### src/rtl/pipeline_signals.sv
// +------------------------------------------------------------------+
// | pipeline_signals: shared pipeline control/record types           |
// | Revision: 1.0 - MEM control, MEM/WB record, funct3 size codes    |
// +------------------------------------------------------------------+
`default_nettype none

package pipeline_signals;

  localparam logic [2:0] c_F3_B  = 3'b000;
  localparam logic [2:0] c_F3_H  = 3'b001;
  localparam logic [2:0] c_F3_W  = 3'b010;
  localparam logic [2:0] c_F3_BU = 3'b100;
  localparam logic [2:0] c_F3_HU = 3'b101;

  typedef struct packed {
    logic       MemRead;
    logic       MemWrite;
    logic [2:0] Funct3;
  } MEM_Control_t;

  typedef struct packed {
    logic        Valid;
    logic        RegWrite;
    logic [4:0]  rd;
    logic [31:0] Value;
    logic        LoadMisaligned;
    logic        StoreMisaligned;
    logic        AccessFault;
  } MEM_WB_t;

  typedef enum logic [0:0] {
    ST_IDLE     = 1'b0,
    ST_BUS_WAIT = 1'b1
  } MEM_State_t;

  function automatic logic isLegalLoad(input logic [2:0] funct3);
    return (funct3 == c_F3_B) || (funct3 == c_F3_H) || (funct3 == c_F3_W) ||
           (funct3 == c_F3_BU) || (funct3 == c_F3_HU);
  endfunction

  function automatic logic isLegalStore(input logic [2:0] funct3);
    return (funct3 == c_F3_B) || (funct3 == c_F3_H) || (funct3 == c_F3_W);
  endfunction

  function automatic logic isAligned(input logic [2:0] funct3, input logic [1:0] lane);
    case (funct3)
      c_F3_H, c_F3_HU: return !lane[0];
      c_F3_W:          return (lane == 2'b00);
      default:         return 1'b1;
    endcase
  endfunction

endpackage

`default_nettype wire

### src/rtl/stage_memory_access_lane_align.sv
// +------------------------------------------------------------------+
// | mem_lane_align: byte enables, store replication, load extension  |
// | Revision: 1.0 - initial                                          |
// +------------------------------------------------------------------+
`default_nettype none

module mem_lane_align
  import pipeline_signals::*;
(
  input  logic [2:0]  i_Funct3,
  input  logic [1:0]  i_Lane,
  input  logic [31:0] i_StoreData,
  input  logic [31:0] i_LoadData,
  output logic [3:0]  o_ByteEnable,
  output logic [31:0] o_WriteData,
  output logic [31:0] o_LoadValue
);

  logic [7:0]  w_Byte;
  logic [15:0] w_Half;

  always_comb begin
    o_ByteEnable = 4'b0000;
    o_WriteData  = i_StoreData;
    case (i_Funct3)
      c_F3_B, c_F3_BU: begin
        o_ByteEnable = 4'b0001 << i_Lane;
        o_WriteData  = {4{i_StoreData[7:0]}};
      end
      c_F3_H, c_F3_HU: begin
        o_ByteEnable = 4'b0011 << i_Lane;
        o_WriteData  = {2{i_StoreData[15:0]}};
      end
      c_F3_W: o_ByteEnable = 4'b1111;
      default: ;
    endcase
  end

  always_comb begin
    w_Byte = i_LoadData[7:0];
    case (i_Lane)
      2'd1:    w_Byte = i_LoadData[15:8];
      2'd2:    w_Byte = i_LoadData[23:16];
      2'd3:    w_Byte = i_LoadData[31:24];
      default: w_Byte = i_LoadData[7:0];
    endcase
    w_Half = i_Lane[1] ? i_LoadData[31:16] : i_LoadData[15:0];

    o_LoadValue = 32'h0;
    case (i_Funct3)
      c_F3_B:  o_LoadValue = {{24{w_Byte[7]}}, w_Byte};
      c_F3_BU: o_LoadValue = {24'h0, w_Byte};
      c_F3_H:  o_LoadValue = {{16{w_Half[15]}}, w_Half};
      c_F3_HU: o_LoadValue = {16'h0, w_Half};
      c_F3_W:  o_LoadValue = i_LoadData;
      default: o_LoadValue = 32'h0;
    endcase
  end

endmodule

`default_nettype wire

### src/rtl/stage_memory_access.sv
// +------------------------------------------------------------------+
// | stage_memory_access: MEM pipeline stage with req/ack data bus    |
// | Revision: 1.0 - initial                                          |
// +------------------------------------------------------------------+
`default_nettype none

module stage_memory_access
  import pipeline_signals::*;
#(
  parameter int BUS_TIMEOUT_CYCLES = 16
) (
  input  logic        i_Clock,
  input  logic        i_Reset,
  input  logic        i_Valid,
  input  logic        i_MemRead,
  input  logic        i_MemWrite,
  input  logic [2:0]  i_Funct3,
  input  logic [31:0] i_Address,
  input  logic [31:0] i_StoreData,
  input  logic        i_RegWrite,
  input  logic [4:0]  i_rd,
  output logic        o_Stall,
  output logic        o_BusReq,
  output logic        o_BusWrite,
  output logic [31:0] o_BusAddr,
  output logic [3:0]  o_BusByteEnable,
  output logic [31:0] o_BusWriteData,
  input  logic [31:0] i_BusReadData,
  input  logic        i_BusAck,
  output logic        o_WB_Valid,
  output logic        o_WB_RegWrite,
  output logic [4:0]  o_WB_rd,
  output logic [31:0] o_WB_Value,
  output logic        o_LoadMisaligned,
  output logic        o_StoreMisaligned,
  output logic        o_AccessFault
);

  MEM_State_t   r_State;
  MEM_WB_t      r_Wb;
  MEM_Control_t w_Ctl;
  logic [31:0]  r_TimeoutCnt;
  logic [2:0]   r_Funct3;
  logic [1:0]   r_Lane;
  logic [4:0]   r_Rd;
  logic         r_RegWrite;
  logic         r_IsStore;

  logic        w_IsMem, w_Legal, w_Aligned, w_Start, w_Timeout, w_Waiting;
  logic [2:0]  w_AlignFunct3;
  logic [1:0]  w_AlignLane;
  logic [3:0]  w_ByteEnable;
  logic [31:0] w_WriteData, w_LoadValue;

  assign w_Ctl     = '{MemRead: i_MemRead, MemWrite: i_MemWrite, Funct3: i_Funct3};
  assign w_Waiting = (r_State == ST_BUS_WAIT);
  assign w_IsMem   = w_Ctl.MemRead || w_Ctl.MemWrite;
  assign w_Legal   = w_Ctl.MemWrite ? isLegalStore(w_Ctl.Funct3) : isLegalLoad(w_Ctl.Funct3);
  assign w_Aligned = isAligned(w_Ctl.Funct3, i_Address[1:0]);
  assign w_Start   = !w_Waiting && i_Valid && w_IsMem && w_Legal && w_Aligned;
  assign w_Timeout = (BUS_TIMEOUT_CYCLES != 0) &&
                     (r_TimeoutCnt == 32'(BUS_TIMEOUT_CYCLES - 1));

  // Stall is combinational but must still read 0 while reset is held.
  assign o_Stall = i_Reset && (w_Waiting ? !i_BusAck : w_Start);

  // One aligner serves both the issuing instruction and the one on the bus.
  assign w_AlignFunct3 = w_Waiting ? r_Funct3 : i_Funct3;
  assign w_AlignLane   = w_Waiting ? r_Lane   : i_Address[1:0];

  mem_lane_align u_LaneAlign (
    .i_Funct3    (w_AlignFunct3),
    .i_Lane      (w_AlignLane),
    .i_StoreData (i_StoreData),
    .i_LoadData  (i_BusReadData),
    .o_ByteEnable(w_ByteEnable),
    .o_WriteData (w_WriteData),
    .o_LoadValue (w_LoadValue)
  );

  always_ff @(posedge i_Clock or negedge i_Reset) begin
    if (!i_Reset) begin
      r_State         <= ST_IDLE;
      r_Wb            <= '0;
      r_TimeoutCnt    <= '0;
      r_Funct3        <= '0;
      r_Lane          <= '0;
      r_Rd            <= '0;
      r_RegWrite      <= 1'b0;
      r_IsStore       <= 1'b0;
      o_BusReq        <= 1'b0;
      o_BusWrite      <= 1'b0;
      o_BusAddr       <= '0;
      o_BusByteEnable <= '0;
      o_BusWriteData  <= '0;
    end else begin
      r_Wb.Valid           <= 1'b0;
      r_Wb.LoadMisaligned  <= 1'b0;
      r_Wb.StoreMisaligned <= 1'b0;
      r_Wb.AccessFault     <= 1'b0;
      case (r_State)
        ST_IDLE: begin
          if (i_Valid) begin
            if (!w_IsMem) begin
              r_Wb.Valid    <= 1'b1;
              r_Wb.Value    <= i_Address;
              r_Wb.rd       <= i_rd;
              r_Wb.RegWrite <= i_RegWrite && (i_rd != 5'd0);
            end else if (!w_Legal || !w_Aligned) begin
              r_Wb.Valid           <= 1'b1;
              r_Wb.Value           <= i_Address;
              r_Wb.rd              <= i_rd;
              r_Wb.RegWrite        <= 1'b0;
              r_Wb.AccessFault     <= !w_Legal;
              r_Wb.LoadMisaligned  <= w_Legal && !w_Ctl.MemWrite;
              r_Wb.StoreMisaligned <= w_Legal && w_Ctl.MemWrite;
            end else begin
              o_BusReq        <= 1'b1;
              o_BusWrite      <= w_Ctl.MemWrite;
              o_BusAddr       <= {i_Address[31:2], 2'b00};
              o_BusByteEnable <= w_ByteEnable;
              o_BusWriteData  <= w_WriteData;
              r_Funct3        <= i_Funct3;
              r_Lane          <= i_Address[1:0];
              r_Rd            <= i_rd;
              r_RegWrite      <= i_RegWrite;
              r_IsStore       <= w_Ctl.MemWrite;
              r_TimeoutCnt    <= '0;
              r_State         <= ST_BUS_WAIT;
            end
          end
        end
        ST_BUS_WAIT: begin
          if (i_BusAck) begin
            o_BusReq      <= 1'b0;
            r_Wb.Valid    <= 1'b1;
            r_Wb.Value    <= r_IsStore ? 32'h0 : w_LoadValue;
            r_Wb.rd       <= r_Rd;
            r_Wb.RegWrite <= !r_IsStore && r_RegWrite && (r_Rd != 5'd0);
            r_State       <= ST_IDLE;
          end else if (w_Timeout) begin
            o_BusReq         <= 1'b0;
            r_Wb.Valid       <= 1'b1;
            r_Wb.Value       <= o_BusAddr;
            r_Wb.rd          <= r_Rd;
            r_Wb.RegWrite    <= 1'b0;
            r_Wb.AccessFault <= 1'b1;
            r_State          <= ST_IDLE;
          end else begin
            r_TimeoutCnt <= r_TimeoutCnt + 32'd1;
          end
        end
        default: r_State <= ST_IDLE;
      endcase
    end
  end

  assign o_WB_Valid        = r_Wb.Valid;
  assign o_WB_RegWrite     = r_Wb.RegWrite;
  assign o_WB_rd           = r_Wb.rd;
  assign o_WB_Value        = r_Wb.Value;
  assign o_LoadMisaligned  = r_Wb.LoadMisaligned;
  assign o_StoreMisaligned = r_Wb.StoreMisaligned;
  assign o_AccessFault     = r_Wb.AccessFault;

endmodule

`default_nettype wire

### config.mk
export PLATFORM = sky130hd
export DESIGN_NAME = stage_memory_access
export DESIGN_NICKNAME = d
export VERILOG_FILES = /design/src/rtl/pipeline_signals.sv /design/src/rtl/stage_memory_access_lane_align.sv /design/src/rtl/stage_memory_access.sv
export SDC_FILE = /design/constraint.sdc
export NUM_CORES = 1
export LEC_CHECK = 0
export BUFFER_PORTS_ARGS = -buffer_cell sky130_fd_sc_hd__buf_2
export CORE_ASPECT_RATIO = 0.5
export CORE_MARGIN = 5
export CORE_UTILIZATION = 53
export CTS_CLUSTER_DIAMETER = 40
export DETAILED_ROUTE_END_ITERATION = 6
export PLACE_DENSITY = 0.81
export SLEW_MARGIN = 10
export SYNTH_ARGS = -nofsm -noshare
export SYNTH_HDL_FRONTEND = slang
export SYNTH_SLANG_ARGS = --single-unit
### constraint.sdc
create_clock -name i_Clock -period 4 [get_ports i_Clock]
set_input_delay 0.4 -clock i_Clock [delete_from_list [all_inputs] [get_ports i_Clock]]
set_output_delay 0.4 -clock i_Clock [all_outputs]
set_load 0.005 [all_outputs]
# Yosys cells after proc, flatten, opt, wreduce, memory -nomap -nowiden
# Cells that the tools add are included.
[totals]
output_inout_bits = 113
reg_bits = 154
wordCells = 117
inputBits = 111
[classes]
n_eq_ne = 19
add_sub_neg = 1
n_bitwise = 2
n_shift = 2
reduce_logical = 35
n_mux = 40
[ops]
columns = ["cell", "n"]
rows = [
  ["32-bit 2-to-1 mux", 6],
  ["32-bit one-hot mux with 5 select lines", 1],
  ["32-bit one-hot mux with 2 select lines", 2],
  ["39-bit 2-to-1 mux", 3],
  ["42-bit 2-to-1 mux", 2],
  ["39-bit one-hot mux with 2 select lines", 1],
  ["32-bit by 1-bit adder with 32-bit output, second input constant", 1],
  ["32-bit by 4-bit == test with 1-bit output, second input constant", 1],
  ["8-bit one-hot mux with 3 select lines", 1],
  ["16-bit 2-to-1 mux", 1],
  ["1-bit 2-to-1 mux", 14],
  ["3-bit == test, second input constant", 4],
  ["4-bit one-hot mux with 3 select lines", 1],
  ["1-bit logical AND", 10],
  ["2-bit != test, second input constant", 5],
  ["5-bit nonzero test", 2],
  ["1-bit one-hot mux with 2 select lines", 4],
  ["4-bit AND reduction", 2],
  ["1-bit zero test", 7],
  ["3-bit by 1-bit == test with 1-bit output, second input constant", 2],
  ["3-bit by 2-bit == test with 1-bit output, second input constant", 2],
  ["3-bit zero test", 2],
  ["1-bit logical OR", 6],
  ["3-bit 2-to-1 mux", 2],
  ["other kinds (12)", 17],
]

# Longest topological paths before layout
# Gate-level depths: netlist of run 1.
[logic_depth]
word_depth = 12
mapped_depth = 11
mapped_depth_nobuf = 8

# Modules after synthesis
# From an unflattened synthesis of run 1, not the netlist that was laid out.
[hier_totals]
hier_cells = 926
area_unflattened_um2 = 8275.4
[by_module_without_submodules]
columns = ["mod", "cells_each", "seq_area_each_um2", "instances", "area_per_inst_um2"]
rows = [
  ["stage_memory_access", 763, 3853.7, 1, 7088.0],
  ["mem_lane_align", 163, 0.0, 1, 1187.4],
]

# Worst setup path after synthesis of run 1
# OpenSTA, ideal clock, no wires.
[synth_path]
kind = "in2out"
start = "input port i_Address[0]"
end = "output port o_Stall"
required_ns = 3.600
slack_ns = 1.628
path_stages = 6
arrival_time_ns = 1.972
n_path_buf = 3
path_cell_list = "buf_2 -> or4_4 -> a211oi_2 -> clkbuf_1 -> buf_2 -> o21a_1"
[synth_between]
elab_chain_cells = 5
elab_cells_between_ends = 6
cone_classes = "mux (2); reduce/logical (4)"
[synth_rtl]
columns = ["item", "line", "source"]
rows = [
  ["start: declaration", "stage_memory_access.sv:18", "input logic [31:0] i_Address,"],
  ["2-bit zero test or 1-bit zero test (tied branches)", "pipeline_signals.sv:48, pipeline_signals.sv:47", ""],
  ["1-bit one-hot mux with 2 select lines *", "pipeline_signals.sv:46", "case (funct3)"],
  ["1-bit logical AND *", "stage_memory_access.sv:60", "assign w_Start = !w_Waiting && i_Valid && w_IsMem && w_Legal && w_Aligned;"],
  ["1-bit 2-to-1 mux *", "stage_memory_access.sv:65", "assign o_Stall = i_Reset && (w_Waiting ? !i_BusAck : w_Start);"],
  ["1-bit logical AND *", "stage_memory_access.sv:65", ""],
  ["end: declaration", "stage_memory_access.sv:22", "output logic o_Stall,"],
]
# Mark *: on every way between the ends. The rest lies on a longest branch, timed or not.

# Worst setup path in the final report of run 1
[layout_path]
start = "register r_State"
end = "output port o_Stall"
[layout_between]
elab_chain_cells = 7
[layout_rtl]
columns = ["item", "line", "source"]
rows = [
  ["start: declaration", "stage_memory_access.sv:39", "MEM_State_t r_State;"],
  ["start signal: assignment", "stage_memory_access.sv:83", "r_State <= ST_IDLE;"],
  ["start signal: assignment", "stage_memory_access.sv:129", "r_State <= ST_BUS_WAIT;"],
  ["start signal: assignment", "stage_memory_access.sv:140", "r_State <= ST_IDLE;"],
  ["1-bit zero test", "stage_memory_access.sv:60", ""],
  ["1-bit logical AND (4 in a row)", "stage_memory_access.sv:60", ""],
  ["1-bit 2-to-1 mux *", "stage_memory_access.sv:65", ""],
  ["1-bit logical AND *", "stage_memory_access.sv:65", ""],
]
# Marked as above.

==> results.md, run 1 <==
* Worst Hold Depth at 3
* Total Die Area at 17700 µm²
* First-pass GRT wire length at 39.6 mm
* Main flop type after synthesis: dfrtp_1
* Root buf cell: clkbuf_16
* Starting Density at 0.545
* Worst-case clock buffer depth at 2
* CTS resizes at 0
* TritonCTS clock tree: yes
* Final Hold Fails at 0
* WL final at about 25 mm
* Element type at the critical path end: output pin
* WP data required at between 3 and 4 ns
* Syn Area/Cell at 9.15 µm²
* Final worst slack at 1.06 ns
* RSZ-0062 raised after global routing: false
* Crit Path Category: reg2out
* P_sw at 1.58 mW
* Initial antenna violation count at 0
* Total negative slack at 0 ns
* Max capacitance violation total at 0
* Netlist Area Pre-Place at 7930 µm²
* Reg area at just under 4000 µm²
* Sequential Power Share at 0.427
* Clock skew at 0.0116 ns
* Synth top cells by count: nand2_1, dfrtp_1, nor2_1
* Startpoint Class: register
* Synth top area share at 0.486
* Yosys Warn Count at 0
* Most used cell, CP: buf_4
* Synth top area cells: dfrtp_1, nand2_1, mux2i_1, nor2_1, a21oi_1
* EDFF count, synth at 0
* DR DRC count at 0
* Die Span X at 183 µm
* Hold EP: o_BusAddr[13]
* Outcome: complete, no violations
* Final period util at 0.734
* Register area share after synthesis at 0.486
* DR iter-0 viols at approximately 900
* Share of total power in combinational logic at 0.234
* Hold_buf cts at 1
* First drt pass iteration count at 7
* Routability cong. at 0.930
* Total GRT Usage at 0.283
* Hold path startpoint: i_Address[13]
* CORE AREA at ~15000 µm²
* Worst R2R End: o_WB_Value[13]
* Final Setup Violations at 0
* PD cells at 502 nW/µm²
* Final min period at around 2.9 ns
* Cells along the critical path: buf_4, nand2b_1, a211oi_4, buf_4, o21a_1, buf_2
* Max Transition Viols Final at 0
* # Post-CTS Setup Buffers at 0
* Final hold slack at 0.179 ns
* Crit path DAT at 2.54 ns
* Synth-to-layout area growth at 23.1%
* Nets at between 1000 and 1500
* Routed Antenna Nets at 0
* Worst-Margin Slew at between 0.9 and 1 ns
* Footprint of the multi-input gates at 3780 µm²
* Wire per inst at 19.7 µm
* Worst min path class: in2reg
* Syn Inst Count at ~870
* Yosys cell types at 61
* Cell with the most instances after synthesis: nand2_1
* Power share of the clock group at 0.339
* I/O Buffers at 221
* Placed cell count at 1245
* Layout cells sized above 1 at 0.283
* Clock Pin Slew Worst Setup and Hold Paths at roughly 0.07 ns
* Post-synth ARST share at 1.00
* Layout Cells excl Fill at 1278
* IO Count at between 200 and 250
* Worst reg2reg startpoint: r_TimeoutCnt[28]
* VDD IR max at approximately 0.00031 V
* Peak Freq at 340 MHz
* Detailed-route via count at 7723
* Slew margin rel. at 0.344
* Final core utilization at 0.671
* DPL Wire Length at about 18 mm
* Vias/cell at ~6.0
* Vias in the first global route at between 7000 and 8000
* Highest-delay cell along the critical path: buf_4
* Worst-Skew Late Latency at 0.43 ns
* CP Max Fanout at between 40 and 50
* Static leakage at 4.75 nW
* Die height at 96.5 µm
* H-tree Lvls at 4
* Top cell type by total area after synthesis: dfrtp_1
* Ant. Diodes at 0
* Largest net degree at the start of global routing at 58
* GR Overflow Total at 0
* CTS Buf Count at 17
* Setup WS pre-CTS at 1.19 ns
* Max incr delay on CP at 0.45 ns
* Sw Ratio at 0.322
* Final-layout fill cell count at 1168
* # rows at 31
* R2r setup slk at approximately 1.1 ns
* # clock sinks at 154
* Seq cells post-synth at 154
* P_int at approximately 3.3 mW
* Cell count of the worst reg-to-reg path at 6
per-layer routing:
metal / up-vias / GRT usage / routed length [µm]
li1: 3465 / - / -
met1: 3760 / 0.363 / 9680
met2: 434 / 0.485 / 12500
met3: 64 / 0.0572 / 2350
met4: 0 / 0.105 / 618
met5: - / 0 / 0
power groups by stage:
stage	Sequential (mW)	Clock [mW]	Combinational (mW)
CTS	2.09	1.68	1.15
global route	2.13	1.75	1.28
global placement	2.10	0	1.10
floorplan	2.10	0	0.565
finish	2.09	1.66	1.15
detailed placement	2.11	0	1.14
worst max-delay path by stage:
stage / start / end / slack (ns) / depth (start not counted)
finish: r_State / o_Stall / 1.06 / 6
global route: r_TimeoutCnt[28] / o_WB_Value[15] / 0.95 / 6
CTS: r_State / o_Stall / 1.06 / 6
detailed placement: i_Funct3[0] / o_WB_Value[28] / 1.19 / 8
global placement: i_Address[0] / o_WB_Value[16] / 1.23 / 8
floorplan: i_Address[0] / o_Stall / 1.63 / 6
state kept, by name, indices dropped and copies added (netlist names):
register and count:
o_BusWriteData 32, o_WB_Value 32, r_TimeoutCnt 32, o_BusAddr 30, o_WB_rd 5, r_Rd 5
o_BusByteEnable 4, r_Funct3 3, r_Lane 2, o_AccessFault 1, o_BusReq 1, o_LoadMisaligned 1
o_StoreMisaligned 1, o_WB_RegWrite 1, o_WB_Valid 1, r_IsStore 1, r_RegWrite 1, r_State 1
cell families after synthesis:
logic type      after synthesis  share of synthesized area
flops                       154                      0.486
buf+inv                      67                     0.0435
xor+xnor                     21                     0.0232
compound gates              185                      0.170
other cells                   1                   0.000473
simple gates                396                      0.212
mux                          42                     0.0629
fa+ha+maj                     1                    0.00158
per-stage QoR:
| step | power (mW) | area (µm²) |
|---|---|---|
| floorplan | 2.66 | 7940 |
| global placement | 3.20 | 9150 |
| detailed placement | 3.25 | 9150 |
| CTS | 4.92 | 9760 |
| global route | 5.15 | 9760 |
| finish | 4.91 | 9760 |
cells in the final DEF (no fill, tap or decap), drive strengths merged, types with 11 or more instances in the layout:
cell,synthesis,final
nand2,240,240
buf,33,235
dfrtp,154,154
nor2,78,78
a21oi,49,49
o21ai,35,35
mux2i,34,34
a222oi,19,19
a31oi,18,18
clkbuf,23,18
inv,11,18
nand3,16,16
xnor2,12,12
a221oi,11,11
a31o,11,11
critical path: cells and delay by family, from the launching register on:
family,cells,cell delay (ns)
buffers and inverters,3,0.79
AO/OA/AOI/OAI,2,0.55
flip-flops,1,0.36
AND/OR/NAND/NOR,1,0.39
final cells by class:
class,count,share of cell area
Clock buffer,18,0.0450
Clock inverter,14,0.0165
Inverter,11,0.00449
Multi-Input combinational cell,647,0.387
Sequential cell,154,0.395
Tap cell,198,0.0254
Timing Repair Buffer,236,0.127
Note: power is estimated with default switching activity, not from simulation.
==> run 2, diff against run 1 <==
==> constraint.sdc (replaced) <==
create_clock -name i_Clock -period 2.9 [get_ports i_Clock]
set_input_delay 0.29 -clock i_Clock [delete_from_list [all_inputs] [get_ports i_Clock]]
set_output_delay 0.29 -clock i_Clock [all_outputs]
set_load 0.005 [all_outputs]
==> run 2 against run 1 <==
  * Sequential power up 38%
  * Critical path depth down 1
  * Via count up 0.54%
  * Largest cell class unchanged
  * Largest power group unchanged
==> results.md, run 2 (synthesis gave the netlist of run 1 again) <==
* Outcome: complete, no violations
* First drt pass iteration count at 7 (unchanged)
* Total negative slack at 0 ns (unchanged)
* Largest net degree at the start of global routing at 93 (+60%)
* Starting Density at 0.545 (unchanged)
* IO Count at 224 (unchanged)
* Final Setup Violations at 0 (unchanged)
* Final period util at 0.920
* DR DRC count at 0 (unchanged)
* Ant. Diodes at 0 (unchanged)
* # rows at 31 (unchanged)
* Commonest non-fill, non-tap cells in the layout: nand2_1, buf_2, dfrtp_1
* Peak Freq at 375 MHz
* Vias/cell at 6.04 (about the same)
* Crit Path Category: reg2out
* RSZ-0062 raised after global routing: false
* Die height at 96.5 µm (unchanged)
* Clock Pin Slew Worst Setup and Hold Paths at 0.07 ns (about the same)
* DPL Wire Length at 17.6 mm (-2.1%)
* Die Span X at 183 µm (unchanged)
* Detailed-route via count at 7765 (+0.54%)
* Startpoint Class: register
* Commonest non-fill, non-tap cell in the layout: nand2_1
* Root buf cell: clkbuf_16
* Routed Antenna Nets at 0 (unchanged)
* Final min period at 2.67 ns
* DR iter-0 viols at 919 (+2.0%)
* Final Hold Fails at 0 (unchanged)
* Worst-case clock buffer depth at 2 (unchanged)
* Clock skew at 0.0132 ns (+0.00159 ns)
* GR Overflow Total at 0 (unchanged)
* CTS Buf Count at 17 (unchanged)
* I/O Buffers at 221 (unchanged)
* CTS resizes at 0 (unchanged)
* H-tree Lvls at 4 (unchanged)
* Total Power at 6.65 mW (+36%)
* Crit path DAT at 2.38 ns (-0.16 ns)
* Slew margin rel. at 0.308 (-0.0361)
* WP data required at 2.61 ns (-0.99 ns)
* # Post-CTS Setup Buffers at 0 (unchanged)
* WL final at 24.6 mm (-2.1%)
* Max capacitance violation total at 0 (unchanged)
* TritonCTS clock tree: yes
* Layout cells sized above 1 at 0.288 (+0.00462)
* Final-layout fill cell count at 1148 (-1.7%)
* CORE AREA at 14500 µm² (unchanged)
* Vias in the first global route at 7549 (+0.28%)
* Synth-to-layout area growth at 23.6%
* Worst-Skew Late Latency at 0.43 ns (about the same)
* Total GRT Usage at 0.278 (-0.00475)
* # clock sinks at 154 (unchanged)
* Static leakage at 4.78 nW (+0.57%)
* First-pass GRT wire length at 39.3 mm (-0.84%)
* Routability cong. at 0.926 (-0.46%)
* Total Die Area at 17700 µm² (unchanged)
* Final core utilization at 0.674 (+0.00275)
* Initial antenna violation count at 0 (unchanged)
* CP Max Fanout at 71 (+54%)
* PD cells at 679 nW/µm² (+35%)
* Worst-Margin Slew at 1.04 ns (+0.0582 ns)
* VDD IR max at 0.000380 V (+22%)
* Worst min path class: in2reg
* Max Transition Viols Final at 0 (unchanged)
* Element type at the critical path end: output pin
* Nets at 1186 (+0.59%)
* Wire per inst at 19.2 µm (-2.6%)
[run 2: worst paths after layout]
kind                       slack (ns)         startpoint                 to  cells past startpoint
hold reg to reg                  0.47  o_BusWriteData[1]  o_BusWriteData[1]                      2
min in group asynchronous        0.42            i_Reset   r_TimeoutCnt[31]                      2
setup / recovery                 0.23            r_State            o_Stall                      5
setup reg to reg                 0.35            r_State     o_WB_Value[11]                      6
max in group asynchronous        1.58            i_Reset      o_BusAddr[28]                      3
hold / removal                   0.07      i_Address[11]      o_BusAddr[11]                      3
[run 2: where the power goes]
group	internal (mW)	total, mW	switching (mW)
sequential	2.58	2.89	0.312
combinational	0.709	1.60	0.886
clock	1.16	2.17	1.02
[run 2: stage by stage]
stage	cell area [µm²]	std cells	hold slack, ns	setup WS, ns
after floorplan	7940	868	-0.00559	0.748
after detailed placement	9230	1252	0.318	0.411
after global placement	9230	1252	0.318	0.454
after global routing	9800	1285	0.0756	0.127
after CTS	9800	1285	0.0558	0.227
final	9800	1285	0.0686	0.233
[run 2: final cells by class]
class	instances	area, µm²	share of cell area
Multi-Input combinational cell	647	3780	0.385
Tap cell	198	248	0.0253
Inverter	11	43.8	0.00447
Clock inverter	14	124	0.0126
Sequential cell	154	3850	0.393
Clock buffer	18	439	0.0448
Timing Repair Buffer	243	1320	0.134
[run 2: per-layer routing]
metal,vias to the layer above,global-route usage,wire length (µm)
met1,3780,0.372,9970
met5,-,0,0
met3,71,0.0539,2110
met4,0,0.114,705
met2,432,0.454,11800
li1,3482,-,-
[run 2: worst max-delay path, cell delays in order, from the launching register on]
cell and delay [ns]:
dfrtp_1 0.48, nand2b_1 0.40, a211oi_4 0.43, buf_12 0.36, o21a_1 0.17, buf_2 0.11
[run 2: timing repair]
| action | 4_1_cts | 5_1_grt |
|---|---|---|
| endpoints found under the hold margin | 62 | 0 |
| hold buffers | 1 | 0 |
| setup endpoints to repair | 0 | 0 |
==> run 3, diff against run 2 <==
--- a/config.mk
+++ b/config.mk
@@ -12,6 +12,7 @@
 export CTS_CLUSTER_DIAMETER = 40
 export DETAILED_ROUTE_END_ITERATION = 6
 export PLACE_DENSITY = 0.81
+export RECOVER_POWER = 50
 export SLEW_MARGIN = 10
 export SYNTH_ARGS = -nofsm -noshare
 export SYNTH_HDL_FRONTEND = slang
==> run 3 against run 2 <==
  * Count of clock-buffer cells in the layout unchanged
  * Clock power about the same
  * Fmax rose by 0.19%
  * Worst hold slack worse by 0.0065 ns
  * Critical endpoint unchanged
  * Critical path type unchanged
==> results.md, run 3 (synthesis gave the netlist of run 1 again) <==
* Outcome: complete, no violations
* Final Setup Violations at 0 (unchanged)
* Cells along the critical path: nand2b_1, a211oi_4, buf_12, o21a_1, buf_2
* DR iter-0 viols at 837 (-8.9%)
* TritonCTS clock tree: yes
* Final min period at 2.66 ns (-0.00498 ns)
* Largest net degree at the start of global routing at 93 (unchanged)
* Synth-to-layout area growth at 22.2%
* Final worst slack at 0.238 ns (+0.00498 ns)
* Clock skew at 0.0125 ns (-0.000690 ns)
* Startpoint Class: register
* Total negative slack at 0 ns (unchanged)
* Slew margin rel. at 0.169 (-0.139)
* Static leakage at 4.54 nW (-5.0%)
* Routed Antenna Nets at 0 (unchanged)
* First drt pass iteration count at 7 (unchanged)
* Worst-Margin Slew at 1.25 ns (+0.211 ns)
* Detailed-route via count at 7740 (-0.32%)
* CP Max Fanout at 71 (unchanged)
* Commonest non-fill, non-tap cell in the layout: nand2_1
* Crit path DAT at 2.37 ns (about the same)
* Commonest non-fill, non-tap cells in the layout: nand2_1, dfrtp_1, buf_2
* Root buf cell: clkbuf_16
* Reg area at 3850 µm² (unchanged)
* WL final at 24.6 mm (about the same)
* VDD IR max at 0.000379 V (-0.33%)
* Setup WS pre-CTS at 0.411 ns (unchanged)
* CTS resizes at 0 (unchanged)
* Layout cells sized above 1 at 0.218 (-0.0699)
* # clock sinks at 154 (unchanged)
* PD cells at 679 nW/µm² (about the same)
* Vias in the first global route at 7549 (unchanged)
* Footprint of the multi-input gates at 3780 µm² (unchanged)
* # rows at 31 (unchanged)
* H-tree Lvls at 4 (unchanged)
* Final-layout fill cell count at 1186 (+3.3%)
* Clock Pin Slew Worst Setup and Hold Paths at 0.07 ns (about the same)
* Nets at 1186 (unchanged)
* Max Transition Viols Final at 0 (unchanged)
* Ant. Diodes at 0 (unchanged)
* Die height at 96.5 µm (unchanged)
* Final period util at 0.918 (-0.00172)
* RSZ-0062 raised after global routing: false
* Worst min path class: in2reg
* Initial antenna violation count at 0 (unchanged)
* Total GRT Usage at 0.278 (unchanged)
* Element type at the critical path end: output pin
* DPL Wire Length at 17.6 mm (unchanged)
* Worst-case clock buffer depth at 2 (unchanged)
* Worst-Skew Late Latency at 0.43 ns (about the same)
* DR DRC count at 0 (unchanged)
* Final hold slack at 0.0621 ns (-0.00653 ns)
* Max capacitance violation total at 0 (unchanged)
* Peak Freq at 376 MHz (+0.19%)
* WP data required at 2.61 ns (about the same)
* Highest-delay cell along the critical path: dfrtp_1
* Routability cong. at 0.926 (unchanged)
* Max incr delay on CP at 0.48 ns (about the same)
* Starting Density at 0.545 (unchanged)
* Final Hold Fails at 0 (unchanged)
* Total Die Area at 17700 µm² (unchanged)
* I/O Buffers at 221 (unchanged)
* CORE AREA at 14500 µm² (unchanged)
* Wire per inst at 19.1 µm (about the same)
* IO Count at 224 (unchanged)
* Total Power at 6.58 mW (-1.1%)
* First-pass GRT wire length at 39.3 mm (unchanged)
* GR Overflow Total at 0 (unchanged)
* Crit Path Category: reg2out
* Vias/cell at 6.02 (-0.32%)
* Die Span X at 183 µm (unchanged)
* CTS Buf Count at 17 (unchanged)
[run 3: changes by cell type in the layout (fill, tap and decap cells not counted), sizes merged]
cell,previous run,this run
buf,242,165
clkbuf,18,95
[run 3: final timing paths]
check,startpoint,endpoint,slack [ns],depth (start not counted)
setup / recovery,r_State,o_Stall,0.24,5
hold reg to reg,o_BusWriteData[1],o_BusWriteData[1],0.47,2
min in group asynchronous,i_Reset,r_TimeoutCnt[31],0.41,2
hold / removal,i_Address[11],o_BusAddr[11],0.06,3
max in group asynchronous,i_Reset,o_BusAddr[27],0.77,3
setup reg to reg,r_TimeoutCnt[28],o_WB_Value[24],0.34,7
[run 3: worst max-delay path: cells and delay by family (launching register included)]
| family | cells | cell delay, ns |
|---|---|---|
| compound gates | 2 | 0.60 |
| buf+inv | 2 | 0.48 |
| flops | 1 | 0.48 |
| simple gates | 1 | 0.39 |
[run 3: power breakdown]
part | switching (mW) | leakage, nW | total [mW] | internal, mW
Sequential | 0.320 | 1.93 | 2.90 | 2.58
Combinational | 0.883 | 2.33 | 1.52 | 0.638
Clock | 1.01 | 0.280 | 2.17 | 1.16
[run 3: timing repair]
item / CTS / global route
hold buffers: 1 / 0
setup buffers: 0 / 0
endpoints found under the hold margin: 62 / 0
[run 3: metal layers]
metal | global-route usage | vias to the layer above | share of wire
li1 | - | 3482 | -
met1 | 0.372 | 3779 | 0.40
met2 | 0.454 | 409 | 0.48
met3 | 0.0539 | 70 | 0.087
met4 | 0.114 | 0 | 0.029
met5 | 0 | - | 0
[run 3: layout make-up]
class | instances | share of cell area
clock inverter | 14 | 0.0128
multi-input combinational | 647 | 0.390
inverter | 11 | 0.00452
sequential | 154 | 0.397
tap | 198 | 0.0256
clock buffer | 18 | 0.0453
timing repair buffer | 243 | 0.125
[run 3: stage by stage]
| stage | utilization | area [µm²] | std cells |
|---|---|---|---|
| 2_1_floorplan | - | 7940 | 868 |
| 3_3_place_gp | 0.635 | 9230 | 1252 |
| 3_5_place_dp | 0.635 | 9230 | 1252 |
| 4_1_cts | 0.674 | 9800 | 1285 |
| 5_1_grt | 0.667 | 9700 | 1285 |
| 6_report | 0.667 | 9700 | 1285 |
